[src/rtl/filter_step_seq_pkg.sv]
// -----------------------------------------------------------------------------
// filter_step_seq_pkg
// Shared definitions for the filter step-response sequencer.
//   - default parameter values used by filter_step_sequencer / settle_detector
//   - state_t   : sequencer FSM states
//   - level_t   : signed v_in/v_out code at the default width
//   - diff_t    : one bit wider than level_t so v_out[n]-v_out[n-1] never wraps
//   - result_t  : one per-step result record (step, cycles, value, timeout)
// No ports (package).
// -----------------------------------------------------------------------------
package filter_step_seq_pkg;

  localparam int WIDTH_DEF      = 25;
  localparam int N_STEPS_DEF    = 4;
  localparam int CNT_W_DEF      = 16;
  localparam int TOL_DEF        = 4;
  localparam int SETTLE_CNT_DEF = 8;
  localparam int MAX_WAIT_DEF   = 4000;

  typedef enum logic [2:0] {
    IDLE   = 3'd0,
    APPLY  = 3'd1,
    WAIT   = 3'd2,
    RECORD = 3'd3,
    DONE   = 3'd4
  } state_t;

  typedef logic signed [WIDTH_DEF-1:0] level_t;
  typedef logic signed [WIDTH_DEF:0]   diff_t;

  typedef struct packed {
    logic [$clog2(N_STEPS_DEF)-1:0] step;
    logic [CNT_W_DEF-1:0]           cycles;
    level_t                         value;
    logic                           timeout;
  } result_t;

endpackage

[src/rtl/filter_step_sequencer_settle_detector.sv]
// -----------------------------------------------------------------------------
// settle_detector
// Tracks successive v_out samples and decides when the filter output has
// settled: |v_out[n] - v_out[n-1]| <= TOL for SETTLE_CNT consecutive cycles.
// Ports:
//   clk, rst  : clock, synchronous active-high reset
//   clear     : re-arm (v_prev <= v_out, run counter <= 0); used when a new
//               level is applied
//   enable    : one observation cycle (compare, advance/clear run counter)
//   v_out     : filter output sample
//   v_prev    : last sampled v_out (holds while neither clear nor enable)
//   settled   : combinational; high in the observation cycle that completes
//               the SETTLE_CNT-long run of in-tolerance differences
// -----------------------------------------------------------------------------
module settle_detector #(
  parameter int WIDTH      = 25,
  parameter int TOL        = 4,
  parameter int SETTLE_CNT = 8
) (
  input  logic                    clk,
  input  logic                    rst,
  input  logic                    clear,
  input  logic                    enable,
  input  logic signed [WIDTH-1:0] v_out,
  output logic signed [WIDTH-1:0] v_prev,
  output logic                    settled
);
  import filter_step_seq_pkg::*;

  localparam int SC_W = $clog2(SETTLE_CNT + 1);

  logic signed [WIDTH-1:0] v_prev_q;
  logic [SC_W-1:0]         stable_cnt_q;
  logic [SC_W-1:0]         stable_cnt_d;
  logic signed [WIDTH:0]   diff;
  logic [WIDTH:0]          diff_mag;
  logic                    in_tol;

  // Sign-extend both operands by one bit: the difference of two WIDTH-bit
  // signed codes always fits in WIDTH+1 bits, and so does its magnitude.
  always_comb begin
    diff     = {v_out[WIDTH-1], v_out} - {v_prev_q[WIDTH-1], v_prev_q};
    diff_mag = diff[WIDTH] ? -diff : diff;
    in_tol   = (diff_mag <= (WIDTH+1)'(TOL));
  end

  always_comb begin
    stable_cnt_d = stable_cnt_q;
    if (clear) begin
      stable_cnt_d = '0;
    end else if (enable) begin
      if (in_tol) begin
        // Saturate so a long quiet stretch cannot wrap back to zero.
        stable_cnt_d = (stable_cnt_q == SC_W'(SETTLE_CNT)) ? stable_cnt_q
                                                             : stable_cnt_q + 1'b1;
      end else begin
        stable_cnt_d = '0;
      end
    end
  end

  assign settled = enable && (stable_cnt_d == SC_W'(SETTLE_CNT));
  assign v_prev  = v_prev_q;

  always_ff @(posedge clk) begin
    if (rst) begin
      v_prev_q     <= '0;
      stable_cnt_q <= '0;
    end else begin
      stable_cnt_q <= stable_cnt_d;
      if (clear || enable) begin
        v_prev_q <= v_out;
      end
    end
  end

endmodule

[src/rtl/filter_step_sequencer.sv]
// -----------------------------------------------------------------------------
// filter_step_sequencer
// Steps the emulated filter's input through a programmed table of levels and,
// for every step, reports how long v_out took to settle (or that it timed out)
// and the v_out value at that moment.
// Ports:
//   clk, rst     : clock, synchronous active-high reset (also clears the table)
//   cfg_we       : table write strobe, honoured only while idle
//   cfg_addr     : table index
//   cfg_data     : signed step level
//   start        : run request, honoured only while idle
//   v_in         : registered signed drive to the filter input
//   v_out        : signed filter output sample
//   busy         : high from the cycle after start through the DONE cycle
//   done         : one-cycle pulse after the last step is recorded
//   res_valid    : one-cycle pulse per completed step
//   res_step     : step index of the result
//   res_cycles   : cycles from level applied to settled (or MAX_WAIT)
//   res_value    : v_out sampled in the last observation cycle
//   res_timeout  : step reached MAX_WAIT without settling
// -----------------------------------------------------------------------------
module filter_step_sequencer #(
  parameter int WIDTH      = 25,
  parameter int N_STEPS    = 4,
  parameter int CNT_W      = 16,
  parameter int TOL        = 4,
  parameter int SETTLE_CNT = 8,
  parameter int MAX_WAIT   = 4000
) (
  input  logic                         clk,
  input  logic                         rst,
  input  logic                         cfg_we,
  input  logic [$clog2(N_STEPS)-1:0]   cfg_addr,
  input  logic signed [WIDTH-1:0]      cfg_data,
  input  logic                         start,
  output logic signed [WIDTH-1:0]      v_in,
  input  logic signed [WIDTH-1:0]      v_out,
  output logic                         busy,
  output logic                         done,
  output logic                         res_valid,
  output logic [$clog2(N_STEPS)-1:0]   res_step,
  output logic [CNT_W-1:0]             res_cycles,
  output logic signed [WIDTH-1:0]      res_value,
  output logic                         res_timeout
);
  import filter_step_seq_pkg::*;

  localparam int              AW         = $clog2(N_STEPS);
  localparam logic [AW-1:0]   LAST_STEP  = AW'(N_STEPS - 1);
  localparam logic [CNT_W-1:0] MAX_WAIT_C = CNT_W'(MAX_WAIT);
  localparam logic [CNT_W-1:0] CNT_SAT    = '1;

  state_t                  state_q, state_d;
  logic [AW-1:0]           step_q, step_d;
  logic [CNT_W-1:0]        wait_cnt_q, wait_cnt_d;
  logic signed [WIDTH-1:0] v_in_q;
  logic signed [WIDTH-1:0] table_q [N_STEPS];

  logic [AW-1:0]           res_step_q;
  logic [CNT_W-1:0]        res_cycles_q;
  logic                    res_timeout_q;

  logic                    det_clear;
  logic                    det_en;
  logic                    det_settled;
  logic signed [WIDTH-1:0] det_v_prev;
  logic                    rec_load;
  logic                    rec_timeout;
  logic                    tbl_wr_en;

  // ---------------------------------------------------------------------------
  // Level table. Writes are dropped once a run is in progress; a write in the
  // same idle cycle as start lands before APPLY reads the table.
  // ---------------------------------------------------------------------------
  assign tbl_wr_en = cfg_we && (state_q == IDLE);

  always_ff @(posedge clk) begin
    if (rst) begin
      for (int i = 0; i < N_STEPS; i++) begin
        table_q[i] <= '0;
      end
    end else if (tbl_wr_en) begin
      table_q[cfg_addr] <= cfg_data;
    end
  end

  // ---------------------------------------------------------------------------
  // Settle detection
  // ---------------------------------------------------------------------------
  settle_detector #(
    .WIDTH      (WIDTH),
    .TOL        (TOL),
    .SETTLE_CNT (SETTLE_CNT)
  ) u_settle (
    .clk     (clk),
    .rst     (rst),
    .clear   (det_clear),
    .enable  (det_en),
    .v_out   (v_out),
    .v_prev  (det_v_prev),
    .settled (det_settled)
  );

  // ---------------------------------------------------------------------------
  // FSM: next state and per-state controls
  // ---------------------------------------------------------------------------
  always_comb begin
    state_d     = state_q;
    step_d      = step_q;
    wait_cnt_d  = wait_cnt_q;
    det_clear   = 1'b0;
    det_en      = 1'b0;
    rec_load    = 1'b0;
    rec_timeout = 1'b0;

    case (state_q)
      IDLE: begin
        if (start) begin
          state_d = APPLY;
          step_d  = '0;
        end
      end

      APPLY: begin
        det_clear  = 1'b1;
        wait_cnt_d = '0;
        state_d    = WAIT;
      end

      WAIT: begin
        det_en     = 1'b1;
        wait_cnt_d = (wait_cnt_q == CNT_SAT) ? wait_cnt_q : wait_cnt_q + 1'b1;
        // Settling wins over timeout when both land in the same cycle.
        if (det_settled) begin
          state_d  = RECORD;
          rec_load = 1'b1;
        end else if (wait_cnt_d == MAX_WAIT_C) begin
          state_d     = RECORD;
          rec_load    = 1'b1;
          rec_timeout = 1'b1;
        end
      end

      RECORD: begin
        if (step_q == LAST_STEP) begin
          state_d = DONE;
        end else begin
          step_d  = step_q + 1'b1;
          state_d = APPLY;
        end
      end

      DONE: begin
        state_d = IDLE;
      end

      default: begin
        state_d = IDLE;
      end
    endcase
  end

  always_ff @(posedge clk) begin
    if (rst) begin
      state_q       <= IDLE;
      step_q        <= '0;
      wait_cnt_q    <= '0;
      v_in_q        <= '0;
      res_step_q    <= '0;
      res_cycles_q  <= '0;
      res_timeout_q <= 1'b0;
    end else begin
      state_q    <= state_d;
      step_q     <= step_d;
      wait_cnt_q <= wait_cnt_d;
      if (state_q == APPLY) begin
        v_in_q <= table_q[step_q];
      end
      if (rec_load) begin
        res_step_q    <= step_q;
        res_cycles_q  <= wait_cnt_d;
        res_timeout_q <= rec_timeout;
      end
    end
  end

  // ---------------------------------------------------------------------------
  // Outputs
  // ---------------------------------------------------------------------------
  assign v_in        = v_in_q;
  assign busy        = (state_q != IDLE);
  assign done        = (state_q == DONE);
  assign res_valid   = (state_q == RECORD);
  assign res_step    = res_step_q;
  assign res_cycles  = res_cycles_q;
  assign res_timeout = res_timeout_q;
  // The detector samples v_out on every observation cycle and holds it through
  // RECORD, so its last sample is exactly the value at WAIT exit.
  assign res_value   = det_v_prev;

endmodule

[config.mk]
export PLATFORM = sky130hd
export DESIGN_NAME = filter_step_sequencer
export DESIGN_NICKNAME = d
export VERILOG_FILES = /design/src/rtl/filter_step_seq_pkg.sv /design/src/rtl/filter_step_sequencer_settle_detector.sv /design/src/rtl/filter_step_sequencer.sv
export SDC_FILE = /design/constraint.sdc
export NUM_CORES = 1
export LEC_CHECK = 0
export ABC_AREA = 1
export ABC_CLOCK_PERIOD_IN_PS = 4400
export BUFFER_PORTS_ARGS = -buffer_cell sky130_fd_sc_hd__buf_4
export CORE_MARGIN = 3
export CORE_UTILIZATION = 61
export CTS_BUF_LIST = sky130_fd_sc_hd__clkbuf_4
export DETAILED_ROUTE_END_ITERATION = 8
export PLACE_DENSITY = 0.83
export SLEW_MARGIN = 20
export SYNTH_ARGS = -nofsm -noshare
export SYNTH_HDL_FRONTEND = slang
export SYNTH_SLANG_ARGS = --single-unit
[constraint.sdc]
create_clock -name clk -period 4.4 [get_ports clk]
set_input_delay 0.22 -clock clk [delete_from_list [all_inputs] [get_ports clk]]
set_output_delay 0.22 -clock clk [all_outputs]
set_load 0.03 [all_outputs]
==> metrics.sh, run 1 <==
SYNTHFLOPTYPE='sky130_fd_sc_hd__edfxtp_1'
TIMING.FMAX_MHz=250
WORST_EP_REQUIRED_TIME_NS=4.96
DRTITER0DRC=863
POSTLAYOUTCOREUTIL_PCT=74.9
POSTSYNTHAREAPERCELL_SQ_UM=7.16
GP_CONGESTION=1.06
SLEW_HEADROOM_PCT=38.7
MIN-DELAY-START='rst'
VIASPERCELL=5.54
PIN_COUNT_OF_THE_BIGGEST_NET_ENTERING_GLOBAL_ROUTING=65
POWER.SHARE.CLOCK_PCT=18.6
INSTANCES_NO_FILL=1956
POST_SYNTH_EDFFS=100
ANTENNA_FOUND_INITIAL=1
POST_SYNTH_INST_COUNT=1560
CTS_MAX_PATH_BUFFERS=2
SYNTH_NETS=1646
LEAKAGEPOWER_nW=6.18
CTS_HTREE_LEVELS=4
TIMING.FINAL.HOLD_VIOLATIONS=0
TRITONCTS_NUM_SINKS=194
FIN_TNS_SETUP_NS=0
TOTAL_POWER_mW=5.66
VIA_COUNT_OF_THE_FIRST_GLOBAL_ROUTING_PASS=10300
START_KIND='flip-flop'
MAX-CAP-VIOLATIONS=0
POSTROUTEWIRELENGTH_MICRONS=30900
DPL-INSTANCE-AREA_SQ_MM=0.0123
DP_HPWL_MICRONS=21400
NUM_IO_PINS=128
TIMING.CRITICAL_PATH.SLOWEST_STAGE_CELL='sky130_fd_sc_hd__fa_2'
NETLIST_AREA_SQ_MM=0.0112
CORE.ROWCOUNT=48
DESIGN.CORE.AREA_SQ_MM=0.0176
CLOCK_INSERTION_DELAY_WORST_SKEW_NS=0.62
SYNTH.LIB_CELLS_USED.DISTINCT=45
RUN_STATUS='finished, final reports clean'
FP.DIEH_MICRONS=141
POST-ROUTE-DRC-COUNT=0
IO_BUFFERS=127
SWITCHING_POWER_SUMMED_OVER_ALL_NETS_mW=2.51
FIN_NETS=1803
FLOORPLAN.INITIALDENSITY_PCT=63.5
CRITPATHKIND='reg -> reg'
CRITPATHMAXFANOUT=34
REPORT.FINAL.SLEW_VIOL_COUNT=0
GROUTE.USAGE.OVERALL_PCT=30.5
PERIOD_SHARE_PCT=90.7
STARTPOINT_OF_THE_WORST_REGISTER_TO_REGISTER_PATH='u_settle.v_prev[0]'
AREA_GROWTH_SYN_TO_LAYOUT_PCT=18.0
MAX-VDD-IR-DROP_uV=269
GRT_PASS1_WL_MICRONS=49300
FIN_HOLD_WS_NS=0.0875
TOTAL_POWER_PER_UNIT_CELL_AREA_mW_PER_MM2=429
CP_DATA_ARRIVAL_TIME_NS=4.55
RSZ0062_AT_GRT='no'
SYNTH.YOSYS.WARNINGS=0
WORST_CLOCK_SKEW_NS=0.0300
CTS_SETUP_BUFFERS=0
SETUP_VIOL=0
CTS_INSERTED_BUFFERS=17
WORST_SETUP_SLACK_FINAL_NS=0.408
CTS_TREE='done'
DIE_WIDTH_MICRONS=141
STAGE_DELAY_OF_THE_SLOWEST_CELL_ON_THE_CRITICAL_PATH_NS=0.42
MOST_PREVALENT_STANDARD_CELL_ON_THE_CRITICAL_PATH='sky130_fd_sc_hd__nand2_1'
YOSYS_REGISTER_BITS=194
SYNTH-SEQ-AREA-SHARE_PCT=43.7
DESIGN_AREA_SQ_MM=0.0132
PWR-SHARE-COMB_PCT=43.3
NUMBER_OF_PLACED_CELLS_COUNTING_WELL_TAPS=1872
END_KIND='flip-flop'
WORST_SLEW_PIN_SLEW_NS=0.917
POST_DRT_WL_PER_CELL_MICRONS=15.8
LAYOUT_COMMON_CELLS='sky130_fd_sc_hd__nand2_1, sky130_fd_sc_hd__nor2_1, sky130_fd_sc_hd__inv_1'
SEQ_POWER_SHARE_PCT=38.2
MIN_PERIOD_NS=3.99
DR.PASS1.ITERS=6
DIE-AREA_SQ_MM=0.0200
HOLD_CLASS='in -> reg'
SYNTHARSTFLOPSHARE_PCT=0
CLOCK_TREE.ROOT_CELL='sky130_fd_sc_hd__clkbuf_4'
SWITCHING_SHARE_PCT=44.4
CLK_PIN_SLEW_NS=0.19
ROUTE.VIAS.TOTAL=10800
P_INT_mW=3.15
DRIVE_ABOVE_1_SHARE_PCT=12.8
LAYOUT_COMMONEST_CELL='sky130_fd_sc_hd__nand2_1'
SETUP_SLACK_AT_PLACEMENT_NS=0.266
ANT_NETS=0
GRT_OVERFLOW=0
WORST_SETUP_PATH_STARTPOINT='u_settle.v_prev[0]'
[cell usage after synthesis (2+ instances only)]
| cell | n | share of area, % |
|---|---|---|
| sky130_fd_sc_hd__nand2_1 | 324 | 11 |
| sky130_fd_sc_hd__nor2_1 | 240 | 8.1 |
| sky130_fd_sc_hd__inv_1 | 231 | 7.8 |
| sky130_fd_sc_hd__o21ai_0 | 113 | 5.1 |
| sky130_fd_sc_hd__nand3_1 | 107 | 4.8 |
| sky130_fd_sc_hd__edfxtp_1 | 100 | 27 |
| sky130_fd_sc_hd__dfxtp_1 | 94 | 17 |
| sky130_fd_sc_hd__a21oi_1 | 93 | 4.2 |
| sky130_fd_sc_hd__clkbuf_1 | 46 | 1.5 |
| sky130_fd_sc_hd__nor3_1 | 34 | 1.5 |
| sky130_fd_sc_hd__ha_1 | 29 | 3.2 |
| sky130_fd_sc_hd__o22ai_1 | 26 | 1.5 |
| sky130_fd_sc_hd__nand4_1 | 13 | 0.73 |
| sky130_fd_sc_hd__a22oi_1 | 12 | 0.81 |
| sky130_fd_sc_hd__xor2_1 | 11 | 0.86 |
| sky130_fd_sc_hd__nor2_2 | 10 | 0.56 |
| sky130_fd_sc_hd__nand2_2 | 8 | 0.45 |
| sky130_fd_sc_hd__inv_2 | 7 | 0.24 |
| sky130_fd_sc_hd__buf_1 | 5 | 0.17 |
| sky130_fd_sc_hd__a211oi_1 | 4 | 0.27 |
| sky130_fd_sc_hd__buf_2 | 4 | 0.18 |
| sky130_fd_sc_hd__buf_6 | 4 | 0.40 |
| sky130_fd_sc_hd__clkinv_1 | 4 | 0.13 |
| sky130_fd_sc_hd__nand3_2 | 4 | 0.36 |
| sky130_fd_sc_hd__nand3b_1 | 4 | 0.27 |
| sky130_fd_sc_hd__nor4_1 | 4 | 0.22 |
| sky130_fd_sc_hd__xnor2_1 | 4 | 0.31 |
| sky130_fd_sc_hd__buf_4 | 3 | 0.20 |
| sky130_fd_sc_hd__a21oi_2 | 2 | 0.16 |
| sky130_fd_sc_hd__a31oi_1 | 2 | 0.11 |
| sky130_fd_sc_hd__and2_1 | 2 | 0.11 |
| sky130_fd_sc_hd__o21bai_1 | 2 | 0.13 |
| sky130_fd_sc_hd__o31ai_1 | 2 | 0.13 |
[final cells by class]
cell class	instances	area (sq um)
timing repair buffer	200	1630
inverter	242	908
sequential	194	4880
multi-input combinational	1062	5150
clock buffer	17	128
tap	225	282
antenna	1	2.50
fill	1344	4420
clock inverter	15	198
[state kept, by name, summed over array words and instances (netlist names)]
signal / cells
u_settle.v_prev: 25
state_q: 3
table_q: 100
res_cycles: 16
u_settle.stable_cnt_q: 4
res_step: 2
wait_cnt_q: 16
step_q: 2
v_in: 25
res_timeout: 1
[metal layers]
metal	track usage (%)	share of wire [%]
met5	0	0
met4	12.1	3.1
met3	4.65	6.1
met2	53.5	50
met1	37.6	41
[timing repair]
action	in CTS	in global routing
hold endpoints to repair	106	0
gates resized for setup	0	4
hold buffers	51	0
setup endpoints to repair	0	19
[final timing paths]
kind	to	slack, ns	depth (start not counted)
worst max-delay path	res_step[1]	0.41	28
worst max register to register	res_step[1]	0.41	28
worst min-delay path	wait_cnt_q[3]	0.09	2
worst min register to register	u_settle.v_prev[23]	0.50	2
[power by group through the flow]
stage	Sequential (mW)	Combinational, mW	Clock, mW
after global routing	2.18	2.72	1.12
after detailed placement	2.20	2.36	0
final	2.16	2.45	1.05
after global placement	2.19	2.33	0
after floorplan	2.35	1.52	0
after CTS	2.16	2.41	1.05
[worst max-delay path, delay by kind of cell (launching register included)]
family	cells	cell delay, ns
adder cells (fa/ha/maj)	2	0.65
buffers and inverters	2	0.19
flip-flops	1	0.39
AND/OR/NAND/NOR	24	2.71
[cells by family after synthesis]
| kind of cell | share of synthesized area, % |
|---|---|
| AOI/OAI and AO/OA | 12.6 |
| xor gates and xnor gates | 1.18 |
| adders and majority gates | 3.43 |
| buffers and inverters | 10.6 |
| DFF | 43.7 |
| and+or+nand+nor | 28.5 |
Power figures use the tool's default switching activity.
==> inputs of run 2 (changes only) <==
--- a/config.mk
+++ b/config.mk
@@ -6,7 +6,7 @@
 export NUM_CORES = 1
 export LEC_CHECK = 0
 export ABC_AREA = 1
-export ABC_CLOCK_PERIOD_IN_PS = 4400
+export ABC_CLOCK_PERIOD_IN_PS = 4300
 export BUFFER_PORTS_ARGS = -buffer_cell sky130_fd_sc_hd__buf_4
 export CORE_MARGIN = 3
 export CORE_UTILIZATION = 61
==> constraint.sdc (replaced) <==
create_clock -name clk -period 4.3 [get_ports clk]
set_input_delay 0.215 -clock clk [delete_from_list [all_inputs] [get_ports clk]]
set_output_delay 0.215 -clock clk [all_outputs]
set_load 0.03 [all_outputs]
==> metrics.sh, run 2 (synthesized netlist as in run 1, its figures left out) <==
RUN_STATUS='finished, final reports clean'
DRTITER0DRC=836  # -3.1%
TIMING.FMAX_MHz=260  # +3.6%
ROUTE.VIAS.TOTAL=10600  # -1.6%
MIN-DELAY-START='rst'
CRITPATHMAXFANOUT=40  # +18%
SWITCHING_SHARE_PCT=44.1  # -0.28 points
MAX-CAP-VIOLATIONS=0  # unchanged
REG2REG_DEPTH=24  # -14%
SETUP_VIOL=0  # unchanged
POWER.SHARE.CLOCK_PCT=18.6  # about the same
FLOORPLAN.INITIALDENSITY_PCT=63.5  # unchanged
VIA_COUNT_OF_THE_FIRST_GLOBAL_ROUTING_PASS=10100  # -1.3%
RSZ0062_AT_GRT='no'
CLOCK_TREE.ROOT_CELL='sky130_fd_sc_hd__clkbuf_4'
TIMING.HOLD.WORST_PATH_DEPTH=2  # unchanged
ANT_NETS=0  # unchanged
DESIGN.CORE.AREA_SQ_MM=0.0176  # unchanged
REPORT.FINAL.SLEW_VIOL_COUNT=0  # unchanged
POSTLAYOUTCOREUTIL_PCT=74.6  # -0.28 points
TIMING.RR.END='res_step[1]'
END_KIND='flip-flop'
LAYOUT_COMMONEST_CELL='sky130_fd_sc_hd__nand2_1'
START_KIND='flip-flop'
WORST_SLEW_PIN_SLEW_NS=0.955  # +0.0382 ns
DR.PASS1.ITERS=5  # -1
GP_CONGESTION=0.954  # -9.6%
TOTAL_POWER_PER_UNIT_CELL_AREA_mW_PER_MM2=438  # +2.0%
CTS_TREE='done'
POST-ROUTE-DRC-COUNT=0  # unchanged
TRITONCTS_NUM_SINKS=194  # unchanged
WORST_SETUP_SLACK_FINAL_NS=0.447  # +0.0391 ns
CORE.ROWCOUNT=48  # unchanged
CLOCK_INSERTION_DELAY_WORST_SKEW_NS=0.61  # about the same
WORST_HOLD_PATH.ENDPOINT='wait_cnt_q[10]'
HOLD_CLASS='in -> reg'
DRIVE_ABOVE_1_SHARE_PCT=12.5  # -0.35 points
LAYOUT_COMMON_CELLS='sky130_fd_sc_hd__nand2_1, sky130_fd_sc_hd__nor2_1, sky130_fd_sc_hd__inv_1'
STARTPOINT_OF_THE_WORST_REGISTER_TO_REGISTER_PATH='u_settle.v_prev[8]'
FF2FF_SETUP_SLACK_NS=0.45  # +0.04 ns
P_INT_mW=3.21  # +2.1%
DP_HPWL_MICRONS=20700  # -3.3%
FP.DIEH_MICRONS=141  # unchanged
POST_DRT_WL_PER_CELL_MICRONS=15.6  # -1.4%
NUM_IO_PINS=128  # unchanged
PERIOD_SHARE_PCT=89.6  # -1.1 points
PIN_COUNT_OF_THE_BIGGEST_NET_ENTERING_GLOBAL_ROUTING=65  # unchanged
WORST_EP_REQUIRED_TIME_NS=4.86  # -0.10 ns
LARGEST-REGISTER='table_q'
INSTANCES_NO_FILL=1950  # -0.31%
FIN_NETS=1796  # -0.39%
DIE-AREA_SQ_MM=0.0200  # unchanged
IO_BUFFERS=127  # unchanged
SETUP_SLACK_AT_PLACEMENT_NS=0.370  # +0.104 ns
GRT_OVERFLOW=0  # unchanged
LARGEST_REG_FLOPS=100  # unchanged
CTS_INSERTED_BUFFERS=17  # unchanged
CLK_PIN_SLEW_NS=0.19  # about the same
CTS_SETUP_BUFFERS=0  # unchanged
WORST_CLOCK_SKEW_NS=0.0203  # -0.00974 ns
GRT_PASS1_WL_MICRONS=49200  # -0.14%
POSTROUTEWIRELENGTH_MICRONS=30400  # -1.7%
NUMBER_OF_PLACED_CELLS_COUNTING_WELL_TAPS=1865  # -0.37%
AREA_GROWTH_SYN_TO_LAYOUT_PCT=17.5
MIN_PERIOD_NS=3.85  # -0.139 ns
ANTENNA_FOUND_INITIAL=1  # unchanged
CTS_MAX_PATH_BUFFERS=2  # unchanged
CRITPATHKIND='reg -> reg'
MAX-VDD-IR-DROP_uV=276  # +2.7%
GROUTE.USAGE.OVERALL_PCT=30.5  # about the same
CP_DATA_ARRIVAL_TIME_NS=4.41  # -0.14 ns
SEQ_POWER_SHARE_PCT=38.2  # about the same
SLEW_HEADROOM_PCT=36.1  # -2.6 points
CTS_HTREE_LEVELS=4  # unchanged
FIN_HOLD_WS_NS=0.0864  # -0.00110 ns
TIMING.FINAL.HOLD_VIOLATIONS=0  # unchanged
LEAKAGEPOWER_nW=6.15  # -0.46%
PWR-SHARE-COMB_PCT=43.3  # about the same
FIN_TNS_SETUP_NS=0  # unchanged
DIE_WIDTH_MICRONS=141  # unchanged
VIASPERCELL=5.46  # -1.3%
SWITCHING_POWER_SUMMED_OVER_ALL_NETS_mW=2.54  # +1.0%
[run 2: timing repair]
item / CTS / global route
hold buffers: 51 / 0
endpoints found under the hold margin: 110 / 0
resized for setup: 0 / 3
setup endpoints to repair: 0 / 18
[run 2: critical path, cell delays in order, from the launching register on]
cell	delay, ns
sky130_fd_sc_hd__dfxtp_1	0.37
sky130_fd_sc_hd__inv_1	0.07
sky130_fd_sc_hd__ha_1	0.46
sky130_fd_sc_hd__nand2_1	0.17
sky130_fd_sc_hd__nor2_2	0.20
sky130_fd_sc_hd__nand3_1	0.15
sky130_fd_sc_hd__nand3_2	0.13
sky130_fd_sc_hd__nand3b_1	0.10
sky130_fd_sc_hd__nand3_1	0.18
sky130_fd_sc_hd__nand2_2	0.09
sky130_fd_sc_hd__buf_12	0.18
sky130_fd_sc_hd__or2_0	0.20
sky130_fd_sc_hd__nand3_1	0.10
sky130_fd_sc_hd__nand2_1	0.06
sky130_fd_sc_hd__nor2_1	0.09
sky130_fd_sc_hd__nand2_1	0.07
sky130_fd_sc_hd__nor2_2	0.17
sky130_fd_sc_hd__nand4_1	0.15
sky130_fd_sc_hd__nor2_1	0.19
sky130_fd_sc_hd__nand2_2	0.12
sky130_fd_sc_hd__nand2_8	0.20
sky130_fd_sc_hd__nand2_2	0.10
sky130_fd_sc_hd__nand2_1	0.09
sky130_fd_sc_hd__nand2_1	0.05
sky130_fd_sc_hd__nor2_1	0.09
[run 2: stage by stage]
step,area [sq um],power [mW]
2_1_floorplan,11200,3.96
3_3_place_gp,12300,4.60
3_5_place_dp,12300,4.64
4_1_cts,13100,5.73
5_1_grt,13100,6.16
6_report,13100,5.75
[run 2: layout make-up]
cell class / count / area [sq um]
Multi-Input combinational cell: 1062 / 5140
Sequential cell: 194 / 4880
Fill cell: 1389 / 4460
Timing Repair Buffer: 193 / 1590
Inverter: 242 / 908
Tap cell: 225 / 282
Clock inverter: 15 / 191
Clock buffer: 17 / 128
Antenna cell: 2 / 5.00
[run 2: worst max path at each step]
stage	depth (start not counted)	to	start
global placement	30	res_step[0]	v_out[0]
floorplan	23	res_cycles[10]	u_settle.v_prev[0]
finish	24	res_step[1]	u_settle.v_prev[8]
detailed placement	25	res_step[1]	v_out[0]
CTS	23	res_step[1]	u_settle.v_prev[0]
global route	23	res_step[0]	u_settle.v_prev[0]
[run 2: power by group through the flow]
| stage | Clock [mW] | Combinational, mW | Sequential (mW) |
|---|---|---|---|
| 6_report | 1.07 | 2.49 | 2.20 |
| 5_1_grt | 1.16 | 2.79 | 2.21 |
| 4_1_cts | 1.09 | 2.45 | 2.19 |
| 3_5_place_dp | 0 | 2.40 | 2.23 |
| 3_3_place_gp | 0 | 2.38 | 2.23 |
| 2_1_floorplan | 0 | 1.55 | 2.41 |
[run 2: routing by layer]
layer | track usage (%) | part of all wire, %
met4 | 12.4 | 3.0
met5 | 0 | 0
met3 | 4.42 | 6.7
met1 | 38.2 | 41
met2 | 52.9 | 49
